**src/rtl/operand_loader_pkg.sv**
```systemverilog
// operand_loader_pkg
// Shared constants and helpers for the operand loader slice.
//   DATA_W    : width of the data nibble and of each operand register
//   NUM_OPS   : number of operands / load strobes
//   cnt_width : width of a debounce counter that must count 0..cycles-1
package operand_loader_pkg;

   localparam int DATA_W  = 4;
   localparam int NUM_OPS = 4;

   // A single-cycle debounce still needs a 1-bit counter so the compare
   // against cycles-1 has something to look at.
   function automatic int cnt_width(input int cycles);
      int w;
      w = $clog2(cycles);
      return (w < 1) ? 1 : w;
   endfunction

endpackage

```
**src/rtl/operand_loader_strobe_debounce.sv**
```systemverilog
// strobe_debounce
// Debounces one already-synchronised strobe. The stable level only changes
// after the input has disagreed with it for DEBOUNCE_CYCLES consecutive
// enabled cycles.
// Ports:
//   clk   : system clock
//   rst_n : asynchronous active-low reset
//   ena   : high = run, low = counter and stable level hold
//   in    : synchronised strobe input
//   level : debounced stable level
//   rise  : high in the cycle whose closing edge takes level from 0 to 1
module strobe_debounce
   import operand_loader_pkg::*;
#(
   parameter int DEBOUNCE_CYCLES = 4
) (
   input  logic clk,
   input  logic rst_n,
   input  logic ena,
   input  logic in,
   output logic level,
   output logic rise
);

   localparam int            CW       = cnt_width(DEBOUNCE_CYCLES);
   localparam logic [CW-1:0] CNT_LAST = CW'(DEBOUNCE_CYCLES - 1);

   logic          deb_q, deb_d;
   logic [CW-1:0] cnt_q, cnt_d;

   always_comb begin
      deb_d = deb_q;
      cnt_d = cnt_q;
      if (ena) begin
         if (in == deb_q) begin
            cnt_d = '0;
         end else if (cnt_q == CNT_LAST) begin
            deb_d = ~deb_q;
            cnt_d = '0;
         end else begin
            cnt_d = cnt_q + 1'b1;
         end
      end
   end

   always_ff @(posedge clk or negedge rst_n) begin
      if (!rst_n) begin
         deb_q <= 1'b0;
         cnt_q <= '0;
      end else begin
         deb_q <= deb_d;
         cnt_q <= cnt_d;
      end
   end

   assign level = deb_q;
   // Combinational look-ahead: the parent registers its load on the same
   // edge that flips deb_q high.
   assign rise  = deb_d & ~deb_q;

endmodule

```
**src/rtl/operand_loader.sv**
```systemverilog
// operand_loader
// Input conditioning ahead of the four-operand datapath: synchronises the
// switches, debounces the four load strobes and, on each debounced rising
// strobe, captures the data nibble into the matching operand register.
// Ports:
//   clk        : system clock
//   rst_n      : asynchronous active-low reset
//   ui_in      : [3:0] data nibble, [7:4] load strobes for operands 1..4
//   ena        : high = run; low = debounce, operands and flags hold
//   clr        : single-cycle clear of the sticky loaded flags
//   op1..op4   : operand registers
//   load_pulse : one-cycle pulse per operand when it is loaded
//   loaded     : sticky per-operand loaded flags
//   all_loaded : AND of loaded
module operand_loader
   import operand_loader_pkg::*;
#(
   parameter int DEBOUNCE_CYCLES = 4
) (
   input  logic                      clk,
   input  logic                      rst_n,
   input  logic [DATA_W+NUM_OPS-1:0] ui_in,
   input  logic                      ena,
   input  logic                      clr,
   output logic [DATA_W-1:0]         op1,
   output logic [DATA_W-1:0]         op2,
   output logic [DATA_W-1:0]         op3,
   output logic [DATA_W-1:0]         op4,
   output logic [NUM_OPS-1:0]        load_pulse,
   output logic [NUM_OPS-1:0]        loaded,
   output logic                      all_loaded
);

   logic [DATA_W+NUM_OPS-1:0] s1_q, s2_q;
   logic [NUM_OPS-1:0]        level, rise, load;
   logic [DATA_W-1:0]         op_q [NUM_OPS];
   logic [DATA_W-1:0]         op_d [NUM_OPS];
   logic [NUM_OPS-1:0]        pulse_q, pulse_d;
   logic [NUM_OPS-1:0]        loaded_q, loaded_d;

   // Two-flop synchroniser; keeps sampling even while ena is low.
   always_ff @(posedge clk or negedge rst_n) begin
      if (!rst_n) begin
         s1_q <= '0;
         s2_q <= '0;
      end else begin
         s1_q <= ui_in;
         s2_q <= s1_q;
      end
   end

   for (genvar k = 0; k < NUM_OPS; k++) begin : g_strobe
      strobe_debounce #(
         .DEBOUNCE_CYCLES(DEBOUNCE_CYCLES)
      ) u_deb (
         .clk   (clk),
         .rst_n (rst_n),
         .ena   (ena),
         .in    (s2_q[DATA_W+k]),
         .level (level[k]),
         .rise  (rise[k])
      );
   end

   // A load only ever follows a genuine low-to-high change of the stable
   // level; a strobe held high never produces a second rise.
   assign load = rise & ~level;

   always_comb begin
      pulse_d  = '0;
      loaded_d = loaded_q;
      for (int k = 0; k < NUM_OPS; k++) begin
         op_d[k] = op_q[k];
      end
      if (ena) begin
         pulse_d = load;
         // Load wins over clear for the same bit.
         loaded_d = (clr ? '0 : loaded_q) | load;
         for (int k = 0; k < NUM_OPS; k++) begin
            // Simultaneous strobes all take the same nibble.
            if (load[k]) op_d[k] = s2_q[DATA_W-1:0];
         end
      end
   end

   always_ff @(posedge clk or negedge rst_n) begin
      if (!rst_n) begin
         pulse_q  <= '0;
         loaded_q <= '0;
         for (int k = 0; k < NUM_OPS; k++) begin
            op_q[k] <= '0;
         end
      end else begin
         pulse_q  <= pulse_d;
         loaded_q <= loaded_d;
         for (int k = 0; k < NUM_OPS; k++) begin
            op_q[k] <= op_d[k];
         end
      end
   end

   assign op1        = op_q[0];
   assign op2        = op_q[1];
   assign op3        = op_q[2];
   assign op4        = op_q[3];
   assign load_pulse = pulse_q;
   assign loaded     = loaded_q;
   assign all_loaded = &loaded_q;

endmodule

```
**config.mk**
```make
export PLATFORM = sky130hd
export DESIGN_NAME = operand_loader
export DESIGN_NICKNAME = d
export VERILOG_FILES = /design/src/rtl/operand_loader_pkg.sv /design/src/rtl/operand_loader_strobe_debounce.sv /design/src/rtl/operand_loader.sv
export SDC_FILE = /design/constraint.sdc
export NUM_CORES = 1
export LEC_CHECK = 0
export CAP_MARGIN = 10
export CORE_MARGIN = 2
export CORE_UTILIZATION = 39
export DETAILED_ROUTE_END_ITERATION = 8
export PLACE_DENSITY = 0.64
export RECOVER_POWER = 100
export SYNTH_ARGS = -nofsm -noshare
export SYNTH_HDL_FRONTEND = slang
export SYNTH_HIERARCHICAL = 1
export SYNTH_SLANG_ARGS = --single-unit
```
**constraint.sdc**
```tcl
create_clock -name clk -period 1.85 [get_ports clk]
set_clock_uncertainty 0.1 [all_clocks]
set_input_delay 0.37 -clock clk [delete_from_list [all_inputs] [get_ports clk]]
set_output_delay 0.37 -clock clk [all_outputs]
set_load 0.03 [all_outputs]
```
==> results of run 1 <==
==> sequential cells by signal, indices dropped and copies added (netlist names) <==
signal / flops
s2_q: 8
op2: 4
op1: 4
op4: 4
loaded: 4
g_strobe.u_deb/level: 4
load_pulse: 4
s1_q: 8
g_strobe.u_deb/cnt_q: 8
op3: 4
==> synthesized netlist by cell type <==
| master | number | area [um2] |
|---|---|---|
| sky130_fd_sc_hd__or3b_1 | 4 | 35.0 |
| sky130_fd_sc_hd__o22ai_1 | 8 | 50.1 |
| sky130_fd_sc_hd__nand3b_1 | 3 | 22.5 |
| sky130_fd_sc_hd__inv_1 | 11 | 41.3 |
| sky130_fd_sc_hd__xnor2_1 | 4 | 35.0 |
| sky130_fd_sc_hd__nand2_1 | 9 | 33.8 |
| sky130_fd_sc_hd__buf_6 | 1 | 11.3 |
| sky130_fd_sc_hd__dfrtp_1 | 52 | 1300 |
| sky130_fd_sc_hd__ha_1 | 4 | 50.1 |
| sky130_fd_sc_hd__a21o_2 | 1 | 8.76 |
| sky130_fd_sc_hd__and4_1 | 1 | 8.76 |
| sky130_fd_sc_hd__mux2_4 | 4 | 60.1 |
| sky130_fd_sc_hd__mux2_2 | 16 | 180 |
| sky130_fd_sc_hd__a21o_1 | 3 | 22.5 |
| sky130_fd_sc_hd__and3b_1 | 1 | 8.76 |
| sky130_fd_sc_hd__nor3b_1 | 4 | 30.0 |
==> per-stage QoR <==
stage	setup slack, ns	total power, mW	cell area (um2)	TNS (ns)
3_3_place_gp	-0.375	2.70	2420	-5.89
4_1_cts	0.000722	3.53	2550	0
5_1_grt	0.00456	3.57	2440	0
6_report	0.0530	3.36	2440	0
2_1_floorplan	0.327	2.29	1900	0
3_5_place_dp	-0.385	2.75	2420	-6.53
==> final cells by class <==
class	instances	area, um2
inverter	11	41.3
clock buffer	6	72.6
multi-input combinational	62	552
clock inverter	2	38.8
timing repair buffer	50	355
sequential	52	1300
tap	67	83.8
fill	416	2280
==> path summary, 6_finish.rpt <==
kind                                       startpoint   endpoint  slack (ns)  cells past startpoint
setup / recovery                               op2[1]     op2[1]        0.05                      1
hold / removal                                s1_q[6]    s2_q[6]        0.25                      0
setup reg to reg           g_strobe[0].u_deb/cnt_q[0]  loaded[0]        0.16                      7
hold reg to reg                               s1_q[6]    s2_q[6]        0.25                      0
max in group asynchronous                       rst_n     op1[1]        0.54                      3
min in group asynchronous                       rst_n    s2_q[6]        0.64                      3
==> cell families (layout without fill, tap and decap cells) <==
logic type	count (synthesis)	count (layout)	share of synthesized area [%]
flops	52	52	68.5
simple gates	22	22	7.31
mux	20	20	12.6
compound gates	12	12	4.28
buf+inv	12	69	2.77
fa+ha+maj	4	4	2.64
xor+xnor	4	4	1.84
==> placed cells by master, fill, tap and decap left out, drive strengths merged <==
cell type	synthesis	layout
clkdlybuf4s50	0	8
buf	1	6
inv	11	12
and4	1	1
and3b	1	1
nand3b	3	3
o22ai	8	8
a21o	4	4
nor3b	4	4
or3b	4	4
mux2	20	20
clkbuf	0	30
ha	4	4
dfrtp	52	52
dlygate4sd2	0	3
xnor2	4	4
bufinv	0	1
nand2	9	9
dlygate4sd3	0	9
==> power by group through the flow <==
stage | Clock [mW] | Sequential (mW) | Combinational (mW)
6_report | 0.779 | 1.62 | 0.959
5_1_grt | 0.849 | 1.66 | 1.06
4_1_cts | 0.797 | 1.62 | 1.11
3_5_place_dp | 0 | 1.64 | 1.12
3_3_place_gp | 0 | 1.62 | 1.08
2_1_floorplan | 0 | 1.86 | 0.421
==> repair_timing <==
| action | in CTS | in global routing |
|---|---|---|
| endpoints found under the hold margin | 52 | 0 |
| endpoints found under the setup margin | 8 | 22 |
| setup buffers | 1 | 1 |
| hold buffers | 1 | 0 |
| pin swaps | 1 | 1 |
| gates resized for setup | 4 | 18 |
==> per-layer routing <==
metal | routed length [um] | vias up
met2 | 1670 | 31
met1 | 1580 | 581
li1 | - | 544
met3 | 157 | 7
met4 | 66 | 0
met5 | 0 | -
==> qor.log, run 1 <==
[die] Initial Util 40.2%
[sta] final worst path period need 1.80 ns
[yosys] Warnings, synthesis 6
[worst_setup_path] WS Path Type reg -> out
[route] vias after detailed routing 1163
[worst_setup_path] CP endpoint kind output pin
[global_route] Top Usage Layer GRT met2
[clock_network] CTS Buf Count 5
[worst_setup_path] data required time of the worst path 1.38 ns
[placement] dpl hpwl 2420 um
[power_and_ir_drop] P per Cell Area 1370 nW/um2
[sta] number of hold violations in the final report 0
[sta] unrepaired setup endpoints after global routing no
[worst_setup_path] Slowest Stage Delay on Critical Path 0.67 ns
[worst_setup_path] CP Cell Sequence clkdlybuf4s50_1
[route] routed wire length 3470 um
[global_route] sum of overflow across all layers after global routing 0
[sta] Slew @ Worst Pin 0.688 ns
[sta] Achievable Freq 556 MHz
[global_route] GR Util met3 4.39%
[power_and_ir_drop] clock share of power 23.2%
[clock_network] CTS H-tree lvls 2
[clock_network] CTS clk-pin slew, worst paths 0.09 ns
[global_route] number of antenna violations at the first check in global routing 0
[yosys] flops & latches, synth 52
[die] top-level port count 37
[power_and_ir_drop] switching part of the total power 33.1%
[route] DRC viols 0
[sta] final slew viol count 0
[die] Chip Width 73.8 um
[power_and_ir_drop] IR Drop Worst-Case VDD 690 uV
[route] residual antenna-violating net count after detailed routing 0
[worst_setup_path] cell with the largest stage delay on the worst path sky130_fd_sc_hd__clkdlybuf4s50_1
[yosys] post-synth cell types 16
[yosys] Netlist Area Pre-Place 1900 um2
[global_route] met2 layer usage reported by global route 22.7%
[sta] Worst slew margin 54.1%
[power_and_ir_drop] leakage power figure 1.20 nW
[route] Pre-antenna DRT Iters 4
[finish] n_diodes 0
[finish] number of nets in the layout 198
[global_route] GR Util All Layers 14.9%
[worst_setup_path] kind of start point of the critical path flop
[power_and_ir_drop] part of the power in combinational logic 28.6%
[finish] end-of-flow core utilization 51.8%
[die] vertical die dimension 73.8 um
[clock_network] worst-skew pair later-pin latency 0.31 ns
[finish] share of cells above drive strength 1 23.0%
[clock_network] CTS Root Buffer Type sky130_fd_sc_hd__clkbuf_8
[placement] placed cell count 239
[power_and_ir_drop] net switching power of the design 1.11 mW
[clock_network] maximum root-to-sink buffer count 2
[power_and_ir_drop] cell-internal power 2.25 mW
[clock_network] clock tree from TritonCTS built
[sta] worst hold margin 0.254 ns
[worst_setup_path] cell class contributing the biggest share of worst-path delay buffers and inverters
[finish] area added between synthesis and finish 28.7%
[sta] period utilisation layout 97.1%
[die] placeable core region 4720 um2
[route] vias per cell 4.65
[route] routed len/inst 13.9 um
[worst_setup_path] arrival time of the worst setup path 1.33 ns
[die] site row count 25
[die] area enclosed by the die boundary 5440 um2
[global_route] vias in the first global route 1244
[worst_setup_path] count of buffering cells on the critical path with inverters included 1
[global_route] first-pass GRT wire length 5930 um
[clock_network] clock net sink count 52
[power_and_ir_drop] sequential cell fraction of total power 48.2%
[yosys] nets in the synthesized netlist 142
[worst_hold_path] kind of path behind the tightest hold check reg -> reg
[worst_setup_path] CP max FO 2
[finish] Non-Filler Instances 250
[job] max-capacitance violation count 0
[yosys] share of synthesized area occupied by flip-flops and latches 68.5%
[placement] final estimated routing congestion in global placement 0.700
[yosys] post-synthesis cell count 126
[sta] setup violation total in the final timing report 0
[run_status] outcome finished clean
[global_route] met1 usage in global routing 19.8%
[route] violation count after the first detailed-route iteration 95
[yosys] average footprint of a synthesized cell 15.1 um2
[global_route] largest net degree at the start of global routing 53
[placement] number of port buffers 36
Note: power is estimated with default switching activity, not from simulation.
==> inputs of run 2 (changes only) <==
==> constraint.sdc (replaced) <==
create_clock -name clk -period 1.85 [get_ports clk]
set_clock_uncertainty 0.1 [all_clocks]
set_input_delay 0.185 -clock clk [delete_from_list [all_inputs] [get_ports clk]]
set_output_delay 0.185 -clock clk [all_outputs]
set_load 0.03 [all_outputs]
==> run 2 against run 1 <==
Sequential share of layout area down 1.0 points. Maximum frequency up 4.5%. Sequential power hardly changed. Global-route usage is 0.15 points higher. First-iteration DRC count shrank 32%. Die area is the same. Cell count is 0.40% lower. Register-to-register slack better by 0.04 ns. Critical path depth is the same. Clock power shrank 17%. Largest cell class unchanged.
==> qor.log, run 2 (synthesized netlist as in run 1, its figures left out) <==
[placement] dpl hpwl 2420 um [about the same]
[placement] post-place instance area 2420 um2 [unchanged]
[power_and_ir_drop] part of the power in combinational logic 31.3% [+2.7 points]
[worst_hold_path] kind of path behind the tightest hold check reg -> reg
[power_and_ir_drop] switching part of the total power 32.7% [-0.30 points]
[die] Chip Width 73.8 um [unchanged]
[global_route] sum of overflow across all layers after global routing 0 [unchanged]
[finish] fill cell count 397 [-4.6%]
[sta] Achievable Freq 582 MHz [+4.5%]
[power_and_ir_drop] P per Cell Area 1320 nW/um2 [-4.2%]
[finish] area added between synthesis and finish 31.2%
[finish] leading cell types in the layout, fill and taps excluded sky130_fd_sc_hd__dfrtp_1 (52), sky130_fd_sc_hd__dlygate4sd3_1 (33), sky130_fd_sc_hd__mux2_2 (16), sky130_fd_sc_hd__inv_1 (11), sky130_fd_sc_hd__nand2_1 (9)
[worst_setup_path] data required time of the worst path 1.56 ns [+0.18 ns]
[global_route] number of antenna violations at the first check in global routing 0 [unchanged]
[route] routed len/inst 13.7 um [-1.4%]
[sta] number of hold violations in the final report 0 [unchanged]
[global_route] first-pass GRT wire length 5990 um [+1.0%]
[route] vias per cell 4.59 [-1.4%]
[worst_setup_path] count of buffering cells on the critical path with inverters included 1 [unchanged]
[power_and_ir_drop] net switching power of the design 1.07 mW [-3.2%]
[power_and_ir_drop] IR Drop Worst-Case VDD 933 uV [+35%]
[clock_network] CTS clk-pin slew, worst paths 0.09 ns [about the same]
[finish] n_diodes 0 [unchanged]
[clock_network] worst-skew pair later-pin latency 0.29 ns [-0.02 ns]
[sta] Worst slew margin 27.2% [-27 points]
[power_and_ir_drop] leakage power figure 1.28 nW [+6.6%]
[die] area enclosed by the die boundary 5440 um2 [unchanged]
[global_route] GR Util All Layers 15.1% [+0.15 points]
[worst_setup_path] Slowest Stage Delay on Critical Path 0.75 ns [+0.08 ns]
[clock_network] clock net sink count 52 [unchanged]
[worst_setup_path] cell class contributing the biggest share of worst-path delay buffers and inverters
[global_route] vias in the first global route 1234 [-0.80%]
[power_and_ir_drop] cell-internal power 2.21 mW [-1.9%]
[sta] setup violation total in the final timing report 0 [unchanged]
[route] Pre-antenna DRT Iters 4 [unchanged]
[finish] Regs by FF count g_strobe.u_deb/cnt_q: 8 flops, s1_q: 8 flops, s2_q: 8 flops
[clock_network] maximum root-to-sink buffer count 2 [unchanged]
[worst_setup_path] CP endpoint kind output pin
[finish] most common cell after layout, fill and taps aside sky130_fd_sc_hd__dfrtp_1
[finish] share of cells above drive strength 1 19.2% [-3.7 points]
[route] vias after detailed routing 1142 [-1.8%]
[sta] unrepaired setup endpoints after global routing no
[die] vertical die dimension 73.8 um [unchanged]
[power_and_ir_drop] sequential cell fraction of total power 49.1% [+0.9 points]
[clock_network] CTS Root Buffer Type sky130_fd_sc_hd__clkbuf_8
[die] placeable core region 4720 um2 [unchanged]
[run_status] outcome finished clean
[route] routed wire length 3410 um [-1.8%]
[die] Initial Util 40.2% [unchanged]
[sta] Slew @ Worst Pin 1.09 ns [+0.403 ns]
[die] top-level port count 37 [unchanged]
[worst_setup_path] WS Path Type reg -> out
[worst_setup_path] CP Cell Sequence dlygate4sd3_1
[finish] post-route cell area 2490 um2 [+1.9%]
[finish] Non-Filler Instances 249 [-0.40%]
[route] DRC viols 0 [unchanged]
[route] violation count after the first detailed-route iteration 65 [-32%]
[sta] final worst path period need 1.72 ns [-0.0775 ns]
[sta] final slew viol count 0 [unchanged]
[clock_network] CTS Buf Count 5 [unchanged]
[power_and_ir_drop] clock share of power 19.6% [-3.6 points]
[placement] number of port buffers 36 [unchanged]
[worst_setup_path] arrival time of the worst setup path 1.43 ns [+0.10 ns]
[clock_network] CTS H-tree lvls 2 [unchanged]
[finish] number of nets in the layout 197 [-0.51%]
[placement] placed cell count 239 [unchanged]
[worst_setup_path] cell with the largest stage delay on the worst path sky130_fd_sc_hd__dlygate4sd3_1
[route] residual antenna-violating net count after detailed routing 0 [unchanged]
[worst_setup_path] CP max FO 2 [unchanged]
[job] max-capacitance violation count 0 [unchanged]
[worst_setup_path] kind of start point of the critical path flop
[die] site row count 25 [unchanged]
[placement] final estimated routing congestion in global placement 0.699 [about the same]
[clock_network] clock tree from TritonCTS built
[global_route] largest net degree at the start of global routing 53 [unchanged]
[sta] period utilisation layout 92.9% [-4.2 points]
[finish] end-of-flow core utilization 52.8% [+1.0 points]
-- run 2: final timing paths --
path	cells past startpoint	start	end	slack, ns
setup / recovery	1	op2[3]	op2[3]	0.13
hold / removal	0	s1_q[6]	s2_q[6]	0.25
setup reg to reg	5	g_strobe[0].u_deb/cnt_q[0]	op1[0]	0.20
hold reg to reg	0	s1_q[6]	s2_q[6]	0.25
max in group asynchronous	3	rst_n	op4[0]	0.37
min in group asynchronous	3	rst_n	g_strobe[0].u_deb/cnt_q[0]	0.62
-- run 2: stage by stage --
stage	TNS, ns	power (mW)	setup slack, ns	hold slack, ns
2_1_floorplan	0	2.29	0.327	-0.211
3_3_place_gp	-1.75	2.70	-0.192	0.0930
3_5_place_dp	-2.06	2.76	-0.196	0.0970
4_1_cts	0	3.43	0.0896	0.207
5_1_grt	0	3.51	0.0697	0.273
6_report	0	3.28	0.131	0.254
-- run 2: layout make-up --
class                      count  area, um2  area share (%)
inverter                      11       41.3            1.66
clock inverter                 1       7.51           0.301
multi-input combinational     62        532            21.3
clock buffer                   7       86.3            3.46
timing repair buffer          49        440            17.7
tap                           67       83.8            3.36
sequential                    52       1300            52.2
-- run 2: layer usage --
layer	track usage (%)	part of all wire, %
met1	19.3	44
met3	6.58	6.7
met4	3.64	0.32
met2	23.7	49
met5	0	0
-- run 2: power groups by stage --
stage	combinational (mW)	clock, mW	sequential, mW
5_1_grt	1.13	0.729	1.65
3_5_place_dp	1.12	0	1.64
3_3_place_gp	1.08	0	1.62
4_1_cts	1.13	0.677	1.62
2_1_floorplan	0.421	0	1.86
6_report	1.03	0.644	1.61
-- run 2: repair_timing --
action	CTS	global route
hold endpoints to repair	52	0
pin swaps	0	1
hold buffers	1	0
endpoints found under the setup margin	1	6
gates resized for setup	1	1
buffers inserted	0	1
==> inputs of run 3 (changes only) <==
--- a/config.mk
+++ b/config.mk
@@ -7,9 +7,9 @@
 export LEC_CHECK = 0
 export CAP_MARGIN = 10
 export CORE_MARGIN = 2
-export CORE_UTILIZATION = 39
+export CORE_UTILIZATION = 35
 export DETAILED_ROUTE_END_ITERATION = 8
-export PLACE_DENSITY = 0.64
+export PLACE_DENSITY = 0.59
 export RECOVER_POWER = 100
 export SYNTH_ARGS = -nofsm -noshare
 export SYNTH_HDL_FRONTEND = slang
==> run 3 against run 2 <==
Global-route usage down 1.6 points. First-iteration DRC count down 54%. Cell count up 2.0%. Sequential share of layout area down 0.18 points. Count of clock-buffer cells in the layout down 1. Die area up 11%. Non-clock buffer count up 2.
==> qor.log, run 3 (synthesized netlist as in run 1, its figures left out) <==
[die] top-level port count 37 [unchanged]
[power_and_ir_drop] sequential cell fraction of total power 48.9% [-0.2 points]
[route] residual antenna-violating net count after detailed routing 0 [unchanged]
[finish] number of nets in the layout 199 [+1.0%]
[global_route] GR Util All Layers 13.5% [-1.6 points]
[sta] Achievable Freq 578 MHz [-0.64%]
[die] area enclosed by the die boundary 6030 um2 [+11%]
[worst_setup_path] Reg2Reg Capture Point op2[1]
[worst_hold_path] number of cells on the worst hold path 0 [unchanged]
[finish] leading cell types in the layout, fill and taps excluded sky130_fd_sc_hd__dfrtp_1 (52), sky130_fd_sc_hd__dlygate4sd3_1 (33), sky130_fd_sc_hd__mux2_2 (16), sky130_fd_sc_hd__inv_1 (11), sky130_fd_sc_hd__nand2_1 (9)
[placement] number of port buffers 36 [unchanged]
[worst_setup_path] kind of start point of the critical path input port
[global_route] vias in the first global route 1222 [-0.97%]
[clock_network] clock net sink count 52 [unchanged]
[global_route] first-pass GRT wire length 6070 um [+1.3%]
[sta] unrepaired setup endpoints after global routing no
[power_and_ir_drop] clock share of power 19.3% [-0.3 points]
[power_and_ir_drop] IR Drop Worst-Case VDD 676 uV [-28%]
[power_and_ir_drop] cell-internal power 2.18 mW [-1.3%]
[finish] share of cells above drive strength 1 20.1% [+0.88 points]
[sta] final slew viol count 0 [unchanged]
[die] placeable core region 5170 um2 [+9.5%]
[clock_network] Setup Buffers After CTS 0 [unchanged]
[worst_setup_path] CP endpoint kind flop
[clock_network] CTS Buf Count 5 [unchanged]
[clock_network] clock tree from TritonCTS built
[finish] area added between synthesis and finish 31.7%
[finish] post-route cell area 2500 um2 [+0.35%]
[finish] most common cell after layout, fill and taps aside sky130_fd_sc_hd__dfrtp_1
[finish] Regs by FF count g_strobe.u_deb/cnt_q: 8 flops, s1_q: 8 flops, s2_q: 8 flops
[finish] n_diodes 0 [unchanged]
[run_status] outcome finished clean
[clock_network] CTS H-tree lvls 2 [unchanged]
[worst_setup_path] worst r2r path cells 5 [unchanged]
[placement] final estimated routing congestion in global placement 0.695 [-0.57%]
[placement] Place WS -0.149 ns [+0.0469 ns]
[power_and_ir_drop] switching part of the total power 33.7% [+0.98 points]
[die] Chip Width 77.7 um [+5.3%]
[worst_hold_path] WHS Endpoint s2_q[4]
[worst_setup_path] data required time of the worst path 1.94 ns [+0.38 ns]
[worst_setup_path] flop2flop setup slack 0.17 ns [-0.03 ns]
[die] Initial Util 36.7% [-3.5 points]
[die] site row count 26 [+4.0%]
[power_and_ir_drop] P per Cell Area 1310 nW/um2 [-0.24%]
[global_route] number of antenna violations at the first check in global routing 0 [unchanged]
[sta] worst setup margin 0.120 ns [-0.0110 ns]
[route] Pre-antenna DRT Iters 4 [unchanged]
[placement] dpl hpwl 2660 um [+10%]
[route] vias per cell 4.63 [+0.86%]
[clock_network] worst-skew pair later-pin latency 0.31 ns [+0.02 ns]
[power_and_ir_drop] leakage power figure 1.28 nW [+0.24%]
[global_route] sum of overflow across all layers after global routing 0 [unchanged]
[sta] Worst slew margin 59.6% [+32 points]
[route] routed len/inst 14.2 um [+3.6%]
[worst_setup_path] arrival time of the worst setup path 1.82 ns [+0.39 ns]
[die] vertical die dimension 77.7 um [+5.3%]
[worst_setup_path] WS Path Type in -> reg
[worst_setup_path] CP max FO 11 [+9]
[clock_network] maximum root-to-sink buffer count 2 [unchanged]
[job] max-capacitance violation count 0 [unchanged]
[sta] Slew @ Worst Pin 0.607 ns [-0.485 ns]
[sta] worst hold margin 0.252 ns [-0.00171 ns]
[sta] number of hold violations in the final report 0 [unchanged]
[power_and_ir_drop] part of the power in combinational logic 31.8% [+0.5 points]
[sta] final worst path period need 1.73 ns [+0.0110 ns]
[route] vias after detailed routing 1175 [+2.9%]
[sta] setup violation total in the final timing report 0 [unchanged]
[clock_network] CTS Root Buffer Type sky130_fd_sc_hd__clkbuf_8
[worst_setup_path] start of the worst register-to-register path g_strobe[1].u_deb/cnt_q[0]
[route] routed wire length 3610 um [+5.7%]
[route] DRC viols 0 [unchanged]
[finish] end-of-flow core utilization 48.4% [-4.4 points]
[finish] fill cell count 463 [+17%]
[worst_hold_path] kind of path behind the tightest hold check reg -> reg
[power_and_ir_drop] Final Power 3.28 mW [+0.11%]
[global_route] largest net degree at the start of global routing 26 [-51%]
[clock_network] CTS clk-pin slew, worst paths 0.08 ns [about the same]
[power_and_ir_drop] net switching power of the design 1.11 mW [+3.1%]
[route] violation count after the first detailed-route iteration 30 [-54%]
[sta] period utilisation layout 93.5% [+0.60 points]
[placement] post-place instance area 2440 um2 [+0.57%]
[worst_hold_path] hold_sp s1_q[4]
[run 3: worst max-delay path by stage]
stage,startpoint,slack (ns),to,depth (start not counted)
finish,ena,0.12,op1[1],5
global route,g_strobe[1].u_deb/cnt_q[1],0.04,op2[1],5
CTS,loaded[0],0.01,all_loaded,2
detailed placement,ena,-0.15,op1[1],6
global placement,ena,-0.13,op1[1],6
floorplan,g_strobe[0].u_deb/cnt_q[0],0.33,op1[0],6
[run 3: power groups by stage]
stage | Combinational, mW | Clock (mW) | Sequential (mW)
2_1_floorplan | 0.421 | 0 | 1.86
3_3_place_gp | 1.08 | 0 | 1.62
3_5_place_dp | 1.14 | 0 | 1.63
4_1_cts | 1.15 | 0.667 | 1.62
5_1_grt | 1.14 | 0.712 | 1.64
6_report | 1.04 | 0.634 | 1.61
[run 3: layer usage]
| metal | vias to the layer above | track usage, % | routed length (um) |
|---|---|---|---|
| met5 | - | 0 | 0 |
| met4 | 0 | 5.36 | 57 |
| met3 | 5 | 5.70 | 244 |
| met2 | 32 | 20.8 | 1690 |
| met1 | 591 | 16.7 | 1610 |
| li1 | 547 | - | - |
[run 3: area by class of cell]
cell class / instances / area, um2 / share of cell area (%)
Tap cell: 70 / 87.6 / 3.50
Clock buffer: 6 / 72.6 / 2.90
Clock inverter: 2 / 16.3 / 0.650
Timing Repair Buffer: 51 / 452 / 18.1
Sequential cell: 52 / 1300 / 52.0
Inverter: 11 / 41.3 / 1.65
Multi-Input combinational cell: 62 / 531 / 21.2
[run 3: critical path: stages]
cell and delay [ns]:
sky130_fd_sc_hd__clkdlybuf4s50_1 0.46, sky130_fd_sc_hd__buf_4 0.17, sky130_fd_sc_hd__clkbuf_1 0.30, sky130_fd_sc_hd__and3b_1 0.34
sky130_fd_sc_hd__mux2_1 0.35
[run 3: metrics by stage]
| step | setup TNS, ns | std cells |
|---|---|---|
| 3_3_place_gp | -0.919 | 245 |
| 5_1_grt | 0 | 254 |
| 3_5_place_dp | -1.35 | 245 |
| 4_1_cts | 0 | 254 |
| 6_report | 0 | 254 |
| 2_1_floorplan | 0 | 126 |
[run 3: what timing repair did]
item                                    4_1_cts  5_1_grt
hold buffers                                  1        0
endpoints found under the hold margin        23        0
resized for setup                             0        1
endpoints found under the setup margin        0        1
